`config.mk`:
```
export PLATFORM = sky130hd
export DESIGN_NAME = bank_sram_write_scheduler
export DESIGN_NICKNAME = d
export VERILOG_FILES = /design/src/rtl/bank_sram_write_scheduler.sv
export SDC_FILE = /design/constraint.sdc
export NUM_CORES = 1
export LEC_CHECK = 0
export CAP_MARGIN = 20
export CORE_AREA = 2 2 187 189
export CTS_CLUSTER_DIAMETER = 100
export CTS_CLUSTER_SIZE = 24
export DETAILED_ROUTE_END_ITERATION = 7
export DIE_AREA = 0 0 189 191
export PLACE_DENSITY = 0.6
export SYNTH_ARGS = -nofsm -noshare
export SYNTH_HDL_FRONTEND = slang
export SYNTH_SLANG_ARGS = --single-unit
```
`constraint.sdc`:
```
create_clock -name i_clk -period 4.15 [get_ports i_clk]
set_input_delay 0.83 -clock i_clk [delete_from_list [all_inputs] [get_ports i_clk]]
set_output_delay 0.83 -clock i_clk [all_outputs]
set_load 0.01 [all_outputs]
```
`src/rtl/bank_sram_write_scheduler.sv`:
```
// Round-robin write scheduler for a banked XOR-swizzled SRAM: arbitrates requesters, holds swizzle config,
// registers row/data for the butterfly and emits pre-permuted bank write enables. Optional: BANK_WRITE_STAT_EN.
module bank_sram_write_scheduler #(
    parameter int BW     = 8,
    parameter int NDATA  = 32,
    parameter int NBANK  = 16,
    parameter int XOR_BW = 4,
    parameter int NREQ   = 2,
    localparam int CLOG2_NDATA  = $clog2(NDATA),
    localparam int CLOG2_NBANK  = $clog2(NBANK),
    localparam int CLOG2_XOR_BW = $clog2(XOR_BW),
    localparam int CLOG2_NREQ   = $clog2(NREQ)
) (
    input  logic                                          i_clk,
    input  logic                                          i_rst,
    input  logic                                          i_cfg_rdy,
    output logic                                          o_cfg_ack,
    input  logic [CLOG2_NBANK-1:0]                        i_cfg_xor_mask,
    input  logic [CLOG2_NBANK-1:0][CLOG2_XOR_BW-1:0]      i_cfg_xor_scheme,
    input  logic [NREQ-1:0]                               i_req_rdy,
    output logic [NREQ-1:0]                               o_req_ack,
    input  logic [NREQ-1:0][CLOG2_NDATA-1:0]              i_req_hiaddr,
    input  logic [NREQ-1:0][NBANK-1:0]                    i_req_bank_en,
    input  logic [NREQ-1:0][NBANK-1:0][BW-1:0]            i_req_data,
    output logic [CLOG2_NBANK-1:0]                        o_xor_mask,
    output logic [CLOG2_NBANK-1:0][CLOG2_XOR_BW-1:0]      o_xor_scheme,
    output logic [CLOG2_NDATA-1:0]                        o_bf_hiaddr,
    output logic [NBANK-1:0][BW-1:0]                      o_bf_data,
    output logic [NBANK-1:0]                              o_sram_we,
    output logic                                          o_busy
`ifdef BANK_WRITE_STAT_EN
    ,
    output logic [NREQ-1:0][15:0]                         o_grant_cnt
`endif
);

    typedef enum logic [1:0] {UNCFG, RUN, DRAIN} state_t;

    state_t                        state, state_nxt;
    logic [CLOG2_NREQ-1:0]         rr_ptr, rr_ptr_nxt;
    logic                          grant_vld;
    logic [NREQ-1:0]               req_ack;
    logic                          cfg_ack;

    logic [CLOG2_NDATA-1:0]        sel_hiaddr;
    logic [NBANK-1:0]              sel_bank_en;
    logic [NBANK-1:0][BW-1:0]      sel_data;
    logic [CLOG2_NBANK-1:0]        swz_bits;
    logic [CLOG2_NBANK-1:0]        swz;
    logic [NBANK-1:0]              perm_we;

    // Config wins over requests; DRAIN waits until the output stage holds no enabled write.
    always_comb begin
        state_nxt  = state;
        rr_ptr_nxt = rr_ptr;
        cfg_ack    = 1'b0;
        req_ack    = '0;
        grant_vld  = 1'b0;
        case (state)
            UNCFG: begin
                cfg_ack = i_cfg_rdy;
                if (i_cfg_rdy)
                    state_nxt = RUN;
            end
            RUN: begin
                if (i_cfg_rdy) begin
                    state_nxt = DRAIN;
                end else begin
                    for (int off = 0; off < NREQ; off++) begin
                        for (int k = 0; k < NREQ; k++) begin
                            if (!grant_vld && k == (int'(rr_ptr) + off) % NREQ && i_req_rdy[k]) begin
                                grant_vld  = 1'b1;
                                req_ack[k] = 1'b1;
                                rr_ptr_nxt = CLOG2_NREQ'((k + 1) % NREQ);
                            end
                        end
                    end
                end
            end
            DRAIN: begin
                if (!i_cfg_rdy) begin
                    state_nxt = RUN;
                end else if (o_sram_we == '0) begin
                    cfg_ack   = 1'b1;
                    state_nxt = RUN;
                end
            end
            default: state_nxt = UNCFG;
        endcase
    end

    always_comb begin
        sel_hiaddr  = '0;
        sel_bank_en = '0;
        sel_data    = '0;
        for (int k = 0; k < NREQ; k++) begin
            if (req_ack[k]) begin
                sel_hiaddr  = i_req_hiaddr[k];
                sel_bank_en = i_req_bank_en[k];
                sel_data    = i_req_data[k];
            end
        end
    end

    // Enables are pre-swizzled so bank j sees the enable of the logical bank the butterfly routes to it.
    always_comb begin
        swz_bits = '0;
        for (int i = 0; i < CLOG2_NBANK; i++) begin
            for (int s = 0; s < CLOG2_NDATA; s++) begin
                if (int'(o_xor_scheme[i]) % CLOG2_NDATA == s)
                    swz_bits[i] = sel_hiaddr[s];
            end
        end
        swz     = o_xor_mask & swz_bits;
        perm_we = '0;
        for (int j = 0; j < NBANK; j++)
            perm_we[j] = sel_bank_en[CLOG2_NBANK'(j) ^ swz];
    end

    always_ff @(posedge i_clk) begin
        if (i_rst) begin
            state        <= UNCFG;
            rr_ptr       <= '0;
            o_xor_mask   <= '0;
            o_xor_scheme <= '0;
            o_bf_hiaddr  <= '0;
            o_bf_data    <= '0;
            o_sram_we    <= '0;
        end else begin
            state  <= state_nxt;
            rr_ptr <= rr_ptr_nxt;
            if (cfg_ack) begin
                o_xor_mask   <= i_cfg_xor_mask;
                o_xor_scheme <= i_cfg_xor_scheme;
            end
            if (grant_vld) begin
                o_bf_hiaddr <= sel_hiaddr;
                o_bf_data   <= sel_data;
                o_sram_we   <= perm_we;
            end else begin
                o_sram_we   <= '0;
            end
        end
    end

`ifdef BANK_WRITE_STAT_EN
    // Saturating per-requester grant counters, cleared with every new config.
    always_ff @(posedge i_clk) begin
        for (int k = 0; k < NREQ; k++) begin
            if (i_rst || cfg_ack)
                o_grant_cnt[k] <= '0;
            else if (req_ack[k] && o_grant_cnt[k] != 16'hFFFF)
                o_grant_cnt[k] <= o_grant_cnt[k] + 16'd1;
        end
    end
`endif

    assign o_cfg_ack = cfg_ack;
    assign o_req_ack = req_ack;
    assign o_busy    = (state != RUN);

endmodule
```
Word level (Yosys, flattened, before mapping)
Index checks and enable logic that the tools add are counted.

Input bits: 315. Flip-flop bits (word level): 164. Output and inout bits: 165.

Add/sub/neg operators: 1. Reduce and logical (&&, ||, !) cells: 22. Magnitude comparators: 16. Divide/modulo/power cells: 4. Equality and inequality tests: 23. Bitwise logic cells: 19. Mux-type cells: 87.

Operators with widths (count): $eq 32x3->1 const B (8); $mux 128 (2); $logic_not 32->1 (6); $eq 32x2->1 const B (4); $eq 32x4->1 const B (4); $mod 3x4->32 const B (4); $lt 4x5->1 const B (16); $bmux 1 s4 (16); $mux 1 (57); $mux 16 (2); $logic_not 16->1 (1); $mux 2 (6); $not 2->2 (6); $not 3->3 (4); $mux 5 (2); $logic_and 1x1->1 (7); $not 1->1 (6); $pmux 2 s3 (1); $reduce_and 3->1 (2); $and 4x4->4 (1); $ne 2x2->1 const B (2); $not 4->4 (1); $reduce_bool 4->1 (1); $logic_not 1->1 (3); 10 further kinds (10).

Depth between registers and ports, before layout
Gate-level depths: netlist of the first run.

Word-level depth: 34. Depth in mapped cells: 12. Depth with buffers taken out: 8.

Least setup slack after synthesis of the first run
OpenSTA, ideal clock, no wires.

Kind: input -> register. Start: input i_cfg_rdy. End: register o_sram_we[2]. Arrival: 3.190 ns. Data required time: 4.030 ns. Setup time: 0.120 ns. Slack: 0.841 ns. Cell stages on the path: 11. Cell sequence: or3b_1 buf_2 nor3_4 buf_6 a221oi_1 nor4_4 buf_6 mux2i_1 mux2i_2 a22oi_1 nand2_1.

Word-level cells in the longest chain between the ends: 13.

RTL lines: start, declared (line 16) `input logic i_cfg_rdy,`; $mux 2 (line 66) `if (i_cfg_rdy) begin`; $mux 2 (line 59) `case (state)`; $mux 5 (2 in series) (line 97) `if (req_ack[k]) begin`; $mux 1 (5 in series) (line 110) `if (int'(o_xor_scheme[i]) % CLOG2_NDATA == s)`; $and 4x4->4 (line 114) `swz = o_xor_mask & swz_bits;`; $not 1->1 (no line); $bmux 1 s4 (line 117) `perm_we[j] = sel_bank_en[CLOG2_NBANK'(j) ^ swz];`; $mux 1 (implied by the code) (line 117); end signal, assigned (line 139) `o_sram_we <= perm_we;`; end, declared (line 29) `output logic [NBANK-1:0] o_sram_we,`.

Parallel ways exist; a longest one is shown, timed or not. The select of a mux whose other input is x is not followed. A chain may end at the register's enable or synchronous reset.

Worst setup path after layout of the first run
Start: input i_cfg_rdy. End: output o_req_ack[1].

Word-level cells in the longest chain between the ends: 2.

RTL lines: $mux 2 (line 66); $mux 2 (line 59); end, declared (line 21) `output logic [NREQ-1:0] o_req_ack,`.

Every way passes these cells.

==> metrics.md, run 1 <==
| Metric | Value |
|---|---|
| Outcome | finished with violations |
| Failing checks | design-rule violations |
| FILL cells | 3399 |
| Initial antenna violation count | 1 |
| RePlAce Congestion | 0.8526 |
| Drt drc | 8 |
| H-tree depth | 4 |
| Clk_lat worst skew | 440 ps |
| Initial Utilization | 0.2078 |
| CP Data Arrival Time | 3000 ps |
| DR vias/cell | 4.816 |
| Slew HR | 0.4358 |
| Ys flop type | dfxtp_1 |
| Yosys top cell area share | 0.4632 |
| Fin. Hold Viols | 0 |
| Sequential Power Share | 0.401 |
| Lkg Pwr | 4.579 nW |
| Worst hold margin | 464.5 ps |
| Vias post-DR | 8178 |
| Count leader, synth | dfxtp_1 |
| Worst slew pin tran | 840.0 ps |
| Post-DP HPWL | 24470 um |
| Post-synthesis cell type count | 37 |
| Startpoint types | primary input |
| # setup viols final | 0 |
| Synthesized cell area | 7088 um2 |
| Pwr/cell area | 319.1 nW/um2 |
| Routed Antenna Nets | 0 |
| CTS tree | built |
| CP cell instances | clkdlybuf4s50_1 > or3b_1 > nor3_4 > buf_4 > clkdlybuf4s50_1 |
| Post-synth EDFFs | 0 |
| Multi-input combinational cell area | 3482 um2 |
| Hold_buf cts | 0 |
| Max Cap Viol | 0 |
| Post-layout util | 0.3828 |
| Hold Path Class | reg -> reg |
| Skew final | 12.75 ps |
| Num ports | 480 |
| Clk root buf | clkbuf_16 |
| Num rows | 68 |
| Sequential fraction of the synthesis area | 0.4632 |
| Register area | 3283 um2 |
| Cell family with most CP delay | buffers and inverters |
| Post-CTS setup buffer count | 0 |
| Cell taking the most area after synthesis | dfxtp_1 |
| Mapped Cells | 786 |
| Unrepaired setup endpoints after global routing | false |
| Port Buffers | 479 |
| Nets | 1544 |
| Sw Share | 0.2536 |
| Fin area | 13060 um2 |
| Chip width | 189 um |
| Max IR drop VDD | 0.2709 mV |
| DRT Pass-1 Iters | 8 |
| Die area | 36100 um2 |
| Final Max Tran Viols | 0 |
| YS warnings | 0 |
| NetSw | 1.057 mW |
| Clk sinks | 164 |
| Worst-path fanout max | 7 |
| Fmax | 0.2614 GHz |
| Post-cts sizing count | 0 |
| CP most frequent cell | clkdlybuf4s50_1 |
| All-Layer GR Usage | 0.1750 |
| Top cells by area, synth | dfxtp_1 46%, a222oi_1 11%, nand2_1 6.6% |
| Layout cells sized above 1 | 0.06200 |
| CP Class | in -> out |
| WP data required | 3320 ps |
| Number of synthesized register bits | 164 |
| Vias in the first global route | 7892 |
| DR iter-0 viols | 763 |
| Max Root-Sink Buffers | 2 |
| Min Tclk post-route | 3826 ps |
| Cell Area, Placed | 12380 um2 |
| Asr flop ratio synth | 0 |
| Average size of a mapped cell | 9.018 um2 |
| Routed len/inst | 19.69 um |
| Syn Nets | 1101 |
| Area Overhead vs Synth | 84.27% |
| Internal power | 3.110 mW |
| Clk network pwr share | 0.430 |
| Pin count of the biggest net entering global routing | 92 |
| Die H | 191 um |
| Top post-synthesis cells by count | 164 x dfxtp_1, 124 x nand2_1, 96 x nor2_1, 78 x a222oi_1, 65 x clkbuf_1 |
| Core area | 34120 um2 |
| Routed wire length | 33440 um |
| Clock-pin slew on the worst setup and hold paths | 60 ps |
| CTS Buf Count | 17 |
| Global-route wire length before repair | 47930 um |
| Worst Path Buf+Inv | 3 |
| GR Overflow Total | 0 |
| CP max stage cell | clkdlybuf4s50_1 |
| Comb pwr share | 0.170 |
| CP endpoint kind | output port |
| CP max stage delay | 610 ps |
| Period utilisation layout | 0.9220 |
-- metal layers --
layer | track usage | part of all wire | vias up
met5 | 0 | 0 | -
met4 | 0.07031 | 0.028 | 0
met3 | 0.04718 | 0.074 | 39
met2 | 0.2918 | 0.49 | 370
met1 | 0.2136 | 0.41 | 3904
li1 | - | - | 3865
-- final cells by class --
class,count,share of cell area
tap,455,0.04359
multi-input combinational,538,0.2666
sequential,164,0.2514
inverter,6,0.001724
clock inverter,14,0.01648
timing repair buffer,502,0.3864
antenna,1,0.0001916
clock buffer,18,0.03362
-- cell families (layout without fill, tap and decap cells) --
logic type	count (synthesis)	count (layout)	synth area share
simple gates	297	297	0.1880
other cells	0	1	0
compound gates	194	194	0.2256
buf+inv	84	540	0.04943
mux	47	47	0.07378
flops	164	164	0.4632
-- sequential cells by signal, summed over array words and instances (netlist names) --
register	cells
o_bf_data	128
o_bf_hiaddr	5
o_sram_we	16
o_xor_mask	4
o_xor_scheme	8
rr_ptr	1
state	2
-- final timing paths --
| path | startpoint | end | slack (ps) | depth (start not counted) |
|---|---|---|---|---|
| setup / recovery | i_cfg_rdy | o_req_ack[1] | 320 | 5 |
| hold / removal | o_bf_hiaddr[2] | o_bf_hiaddr[2] | 460 | 2 |
| setup reg to reg | state[0] | o_sram_we[4] | 870 | 8 |
| hold reg to reg | o_bf_hiaddr[2] | o_bf_hiaddr[2] | 460 | 2 |
-- tightest hold or removal path, cell delays in order (launching register included) --
cell	delay [ps]
dfxtp_1	310
nand2_1	50
a21oi_1	50
-- layout by cell type, fill, tap and decap left out, drive strengths merged, types with 2 or more instances in the layout --
cell and instances:
a22o 16, nor2b 3, nand3 51, or2 3, a21oi 6, a221oi 3
nand2b 4, nor4 10, a31oi 51, mux4 3, nand2 124, clkbuf 18
dfxtp 164, a222oi 78, clkinvlp 2, a22oi 35, clkdlybuf4s50 478, nor2 97
buf 24, nor3 2, bufinv 4, mux2i 44, inv 13
-- per-stage QoR --
step | setup WS, ps | setup TNS, ps | cells | power (mW)
after floorplan | 840.6 | 0 | 786 | 1.912
after global placement | 32.64 | 0 | 1664 | 2.403
after detailed placement | -46.67 | -351.3 | 1664 | 2.410
after CTS | 258.8 | 0 | 1696 | 4.224
after global routing | 105.0 | 0 | 1698 | 4.332
final | 323.7 | 0 | 1698 | 4.168
-- power by group through the flow --
| stage | clock [mW] | sequential (mW) | combinational, mW |
|---|---|---|---|
| after floorplan | 0 | 1.72 | 0.194 |
| after global placement | 0 | 1.70 | 0.699 |
| after detailed placement | 0 | 1.71 | 0.705 |
| after CTS | 1.85 | 1.67 | 0.708 |
| after global routing | 1.90 | 1.68 | 0.752 |
| final | 1.79 | 1.67 | 0.708 |
No activity file was read; power rests on OpenSTA's default activity.
==> run 2: changes to the inputs <==
--- a/config.mk
+++ b/config.mk
@@ -8,9 +8,10 @@
 export CAP_MARGIN = 20
 export CORE_AREA = 2 2 187 189
 export CTS_CLUSTER_DIAMETER = 100
-export CTS_CLUSTER_SIZE = 24
+export CTS_CLUSTER_SIZE = 28
 export DETAILED_ROUTE_END_ITERATION = 7
 export DIE_AREA = 0 0 189 191
+export GPL_ROUTABILITY_DRIVEN = 0
 export PLACE_DENSITY = 0.6
 export SYNTH_ARGS = -nofsm -noshare
 export SYNTH_HDL_FRONTEND = slang
==> results of run 2 <==
Final layout, timing and power as in run 1 (identical DEF).
==> RTL change 1: new RTL, config.mk and constraints of run 1 <==
`NBANK`: 16 -> 8.
--- a/src/rtl/bank_sram_write_scheduler.sv
+++ b/src/rtl/bank_sram_write_scheduler.sv
@@ -4,5 +4,5 @@
     parameter int BW     = 8,
     parameter int NDATA  = 32,
-    parameter int NBANK  = 16,
+    parameter int NBANK  = 8,
     parameter int XOR_BW = 4,
     parameter int NREQ   = 2,
Interface: changed (8 resized); port bits go from 480 to 258. No check against the original RTL was run, so the function may have changed too.
==> RTL change 1 against run 1 <==
Register-to-register slack gained 0.95 ns; setup slack better by 0.33 ns; via count decreased by 42%; worst hold slack got worse by 0.0046 ns; power down 46%; synthesized area decreased by 42%; global-route usage decreased by 8.4 points; cell area shrank 43%; routed wire length fell by 50%; synthesized cell count shrank 28%; sequential cell count decreased by 75; critical endpoint is now o_cfg_ack.
==> RTL change 1: results (changes against run 1) <==
| Metric | Value |
|---|---|
| R2R Setup Slk | 1.82 ns (was 0.87 ns) |
| CTS buffer count | 9 (was 17) |
| Final WL | 16.82 mm (was 33.44 mm) |
| Layout cell share with drive strength beyond 1 | 0.04213 (was 0.06200) |
| Dpl ws | 0.6693 ns (was -0.04667 ns) |
| Worst clock skew | 0.007270 ns (was 0.01275 ns) |
| Total track usage | 0.09131 (was 0.1750) |
| Critical Path Sink | o_cfg_ack (was o_req_ack[1]) |
| Vias per std cell | 3.755 (was 4.816) |
| First-pass GRT wire length | 25.01 mm (was 47.93 mm) |
| Synth cell count leaders | 201 x nor2_1, 142 x a21oi_1, 89 x dfxtp_1 (was 164 x dfxtp_1, 124 x nand2_1, 96 x nor2_1) |
| Tcrit/Tclk final | 0.8433 (was 0.9220) |
| Status | completed (was finished with violations) |
| Synthesized net count | 734 (was 1101) |
| Critical path origin | o_sram_we[4] (was i_cfg_rdy) |
| Largest cells by area after synthesis | dfxtp_1 43%, nor2_1 18%, a21oi_1 17% (was dfxtp_1 46%, a222oi_1 11%, nand2_1 6.6%) |
| CTS H-Tree Depth | 3 (was 4) |
| Port Buffers | 257 (was 479) |
| Largest net degree at the start of global routing | 84 (was 92) |
| Largest regs | o_bf_data x64, o_sram_we x8, o_xor_scheme x6 (was o_bf_data x128, o_sram_we x16, o_xor_scheme x8) |
| Nets | 970 (was 1544) |
| Global placement routability congestion | 0.7814 (was 0.8526) |
| Worst hold endpoint | o_bf_hiaddr[1] (was o_bf_hiaddr[2]) |
| Fillers | 3750 (was 3399) |
| Slowest stage delay, CP | 0.58 ns (was 0.61 ns) |
| CP Data Arrival Time | 2.67 ns (was 3.00 ns) |
| Number of global-route vias before repair | 4499 (was 7892) |
| Synth top area share | 0.4323 (was 0.4632) |
| Worst-path fanout max | 10 (was 7) |
| Lkg Pwr | 2.863 nW (was 4.579 nW) |
| Peak supply drop | 0.1901 mV (was 0.2709 mV) |
| Worst reg2reg path startpoint | rr_ptr (was state[0]) |
[RTL change 1: logic make-up after synthesis]
kind of cell | Yosys count | share of synthesized area
AND/OR/NAND/NOR | 245 | 0.2420
AO/OA/AOI/OAI | 172 | 0.2365
flip-flops | 89 | 0.4323
multiplexers | 18 | 0.04675
buffers and inverters | 42 | 0.04250
[RTL change 1: per-stage QoR]
step | power, mW | cell area, µm² | hold slack, ns | util | cells
finish | 2.268 | 7503 | 0.4599 | 0.2199 | 1263
global route | 2.389 | 7503 | 0.5003 | 0.2199 | 1263
CTS | 2.322 | 7501 | 0.4654 | 0.2199 | 1262
detailed placement | 1.355 | 7169 | 0.4546 | 0.2101 | 1246
global placement | 1.352 | 7169 | 0.4457 | 0.2101 | 1246
floorplan | 1.080 | 4121 | 0.4710 | - | 566
[RTL change 1: worst max-delay path: cells and delay by family, from the launching register on]
family	cells	cell delay, ns
simple gates	2	0.83
compound gates	1	0.31
buf+inv	2	0.85
flops	1	0.32
[RTL change 1: metal layers]
layer / up-vias / global-route usage / wire, µm
met5: - / 0 / 0
met2: 182 / 0.1471 / 7615
met3: 24 / 0.04167 / 1561
met4: 0 / 0.03305 / 369
met1: 2153 / 0.1063 / 7278
li1: 2383 / - / -
[RTL change 1: final cells by class]
class | instances | area share
Antenna cell | 1 | 0.0003335
Multi-Input combinational cell | 435 | 0.2906
Clock buffer | 12 | 0.03418
Inverter | 2 | 0.001000
Timing Repair Buffer | 265 | 0.3505
Clock inverter | 4 | 0.01000
Sequential cell | 89 | 0.2375
Tap cell | 455 | 0.07587
[RTL change 1: power by group]
group	switching (mW)	internal, mW
registers	0.0225	0.889
clock network	0.375	0.561
logic	0.172	0.249
==> RTL change 2: new RTL, flow settings as in run 1 <==
Without the edit above. Re-encode `state_t` (3 states) as one-hot, 3 bits wide.
--- a/src/rtl/bank_sram_write_scheduler.sv
+++ b/src/rtl/bank_sram_write_scheduler.sv
@@ -35,5 +35,5 @@
 );
 
-    typedef enum logic [1:0] {UNCFG, RUN, DRAIN} state_t;
+    typedef enum logic [2:0] {UNCFG = 3'b001, RUN = 3'b010, DRAIN = 3'b100} state_t;
 
     state_t                        state, state_nxt;
Function: no difference found for any inputs over 4 cycles, from zero or initial values and one cycle with i_rst high; so few cycles prove little.
==> RTL change 2 against run 1 <==
Worst hold slack lost 0.015 ns; setup slack improved by 0.18 ns; power down 13%; cell area decreased by 0.53%; combinational power shrank 30%; synthesized area grew 2.5%; routed wire length fell by 2.2%; highest routed layer is now met5; sequential cell count increased by 1; die area unchanged.
==> RTL change 2: results (changes against run 1) <==
| Metric | Value |
|---|---|
| R2R Setup Slk | 1.17 ns (was 0.87 ns) |
| HPWL Detailed | 24.72 mm (was 24.47 mm) |
| RR Endpoint | o_sram_we[8] (was o_sram_we[4]) |
| Unique masters post-synth | 43 (was 37) |
| Area after DPL | 12440 µm² (was 12380 µm²) |
| Total track usage | 0.1732 (was 0.1750) |
| Final WL | 32.70 mm (was 33.44 mm) |
| Hold Worst Slack | 0.4498 ns (was 0.4645 ns) |
| Initial antenna violation count | 2 (was 1) |
| Register area share after synthesis | 0.4545 (was 0.4632) |
| Port Buffers | 479 (unchanged) |
| Avg Synthesized Cell Area | 8.430 µm² (was 9.018 µm²) |
| Dpl cells | 1734 (was 1664) |
| Worst clock skew | 0.01029 ns (was 0.01275 ns) |
| Final cell count without fillers | 1767 (was 1698) |
| Slowest cell on the critical path | and3_1 (was clkdlybuf4s50_1) |
| Hold Path Origin | o_bf_data[0] (was o_bf_hiaddr[2]) |
| Status | completed (was finished with violations) |
| Largest cells by area after synthesis | dfxtp_1 45%, a22oi_1 16%, nand2_1 9.2% (was dfxtp_1 46%, a222oi_1 11%, nand2_1 6.6%) |
| Delay-heaviest family, CP | multiplexers (was buffers and inverters) |
| Worst-path fanout max | 15 (was 7) |
| Peak supply drop | 0.2774 mV (was 0.2709 mV) |
| Drt pass-1 iters | 5 (was 8) |
| Synthesized net count | 1177 (was 1101) |
| Skew-Pair Late Insertion Delay | 0.44 ns (about the same) |
| Nets | 1613 (was 1544) |
| Critical path origin | i_req_rdy[0] (was i_cfg_rdy) |
| Vias per std cell | 4.664 (was 4.816) |
| CTS H-Tree Depth | 4 (unchanged) |
| Initial drt markers | 485 (was 763) |
| Global placement routability congestion | 0.8610 (was 0.8526) |
| CP Data Arrival Time | 3.95 ns (was 3.00 ns) |
| Synth cell count leaders | 178 x nand2_1, 165 x dfxtp_1, 154 x a22oi_1 (was 164 x dfxtp_1, 124 x nand2_1, 96 x nor2_1) |
| Lkg Pwr | 4.233 nW (was 4.579 nW) |
| Fillers | 3473 (was 3399) |
| First-pass GRT wire length | 47.73 mm (was 47.93 mm) |
| Layout cell share with drive strength beyond 1 | 0.05568 (was 0.06200) |
| Worst reg2reg path depth | 9 (was 8) |
| Largest regs | o_bf_data x128, o_sram_we x16, o_xor_scheme x8 (unchanged) |
| Largest net degree at the start of global routing | 131 (was 92) |
| Worst hold endpoint | o_bf_data[0] (was o_bf_hiaddr[2]) |
| Slowest stage delay, CP | 0.56 ns (was 0.61 ns) |
| Number of global-route vias before repair | 8002 (was 7892) |
| Worst reg2reg path startpoint | rr_ptr (was state[0]) |
| Slew @ Worst Pin | 1.002 ns (was 0.8400 ns) |
==> RTL change 2: changes by cell type in the layout (fill, tap and decap cells not counted), moves of 19 or more <==
cell	before	now
a222oi_1	78	0
nand3_1	51	0
nor2_1	94	30
a31oi_1	51	0
nand2_1	124	178
a21oi_1	6	114
o21ai_0	1	40
mux2i_1	40	21
a22oi_1	35	154
==> RTL change 2: layout make-up <==
class / count / area share
flip-flops and latches: 165 / 0.2542
inverters: 2 / 0.0005778
multi-input cells: 616 / 0.2794
clock buffers: 19 / 0.03486
well taps: 455 / 0.04382
repair buffers: 496 / 0.3796
clock inverters: 13 / 0.007319
diodes: 1 / 0.0001926
==> RTL change 2: worst max-delay path by stage <==
stage | end | slack [ns] | depth (start not counted)
after floorplan | o_req_ack[0] | 0.89 | 7
after global placement | o_sram_we[2] | 0.26 | 10
after detailed placement | o_sram_we[2] | 0.12 | 10
after CTS | o_sram_we[8] | 0.59 | 10
after global routing | o_sram_we[10] | 0.32 | 10
final | o_sram_we[8] | 0.50 | 10
==> RTL change 2: stage by stage <==
stage | setup WS (ns) | util
final | 0.5007 | 0.3808
after global routing | 0.3220 | 0.3807
after CTS | 0.5930 | 0.3807
after detailed placement | 0.1198 | 0.3647
after global placement | 0.2565 | 0.3647
after floorplan | 0.8937 | -
==> RTL change 2: kinds of logic (layout without fill, tap and decap cells) <==
family	count (synthesis)	count (layout)	share of synthesized area
AND/OR/NAND/NOR	236	236	0.1324
buffers and inverters	81	530	0.04959
AO/OA/AOI/OAI	345	345	0.3079
other	0	1	0
XOR/XNOR	1	1	0.001205
multiplexers	34	34	0.05441
flip-flops	165	165	0.4545
==> RTL change 2: power by group <==
group | total, mW | switching, mW | internal [mW]
logic | 0.497 | 0.164 | 0.332
registers | 1.62 | 0.0208 | 1.60
clock network | 1.50 | 0.702 | 0.803
total | 3.63 | 0.887 | 2.74
==> RTL change 2: worst register-to-register path, delay by kind of cell (launching register included) <==
family	cells	cell delay, ns
mux	4	0.87
compound gates	3	0.78
simple gates	1	0.56
flops	1	0.33
buf+inv	1	0.30
==> RTL change 2: per-layer routing <==
metal,GRT usage,wire [µm],up-vias
met4,0.05499,615,2
met1,0.2023,13240,3848
li1,-,-,4015
met5,0,8,-
met2,0.3040,16290,347
met3,0.05067,2552,29
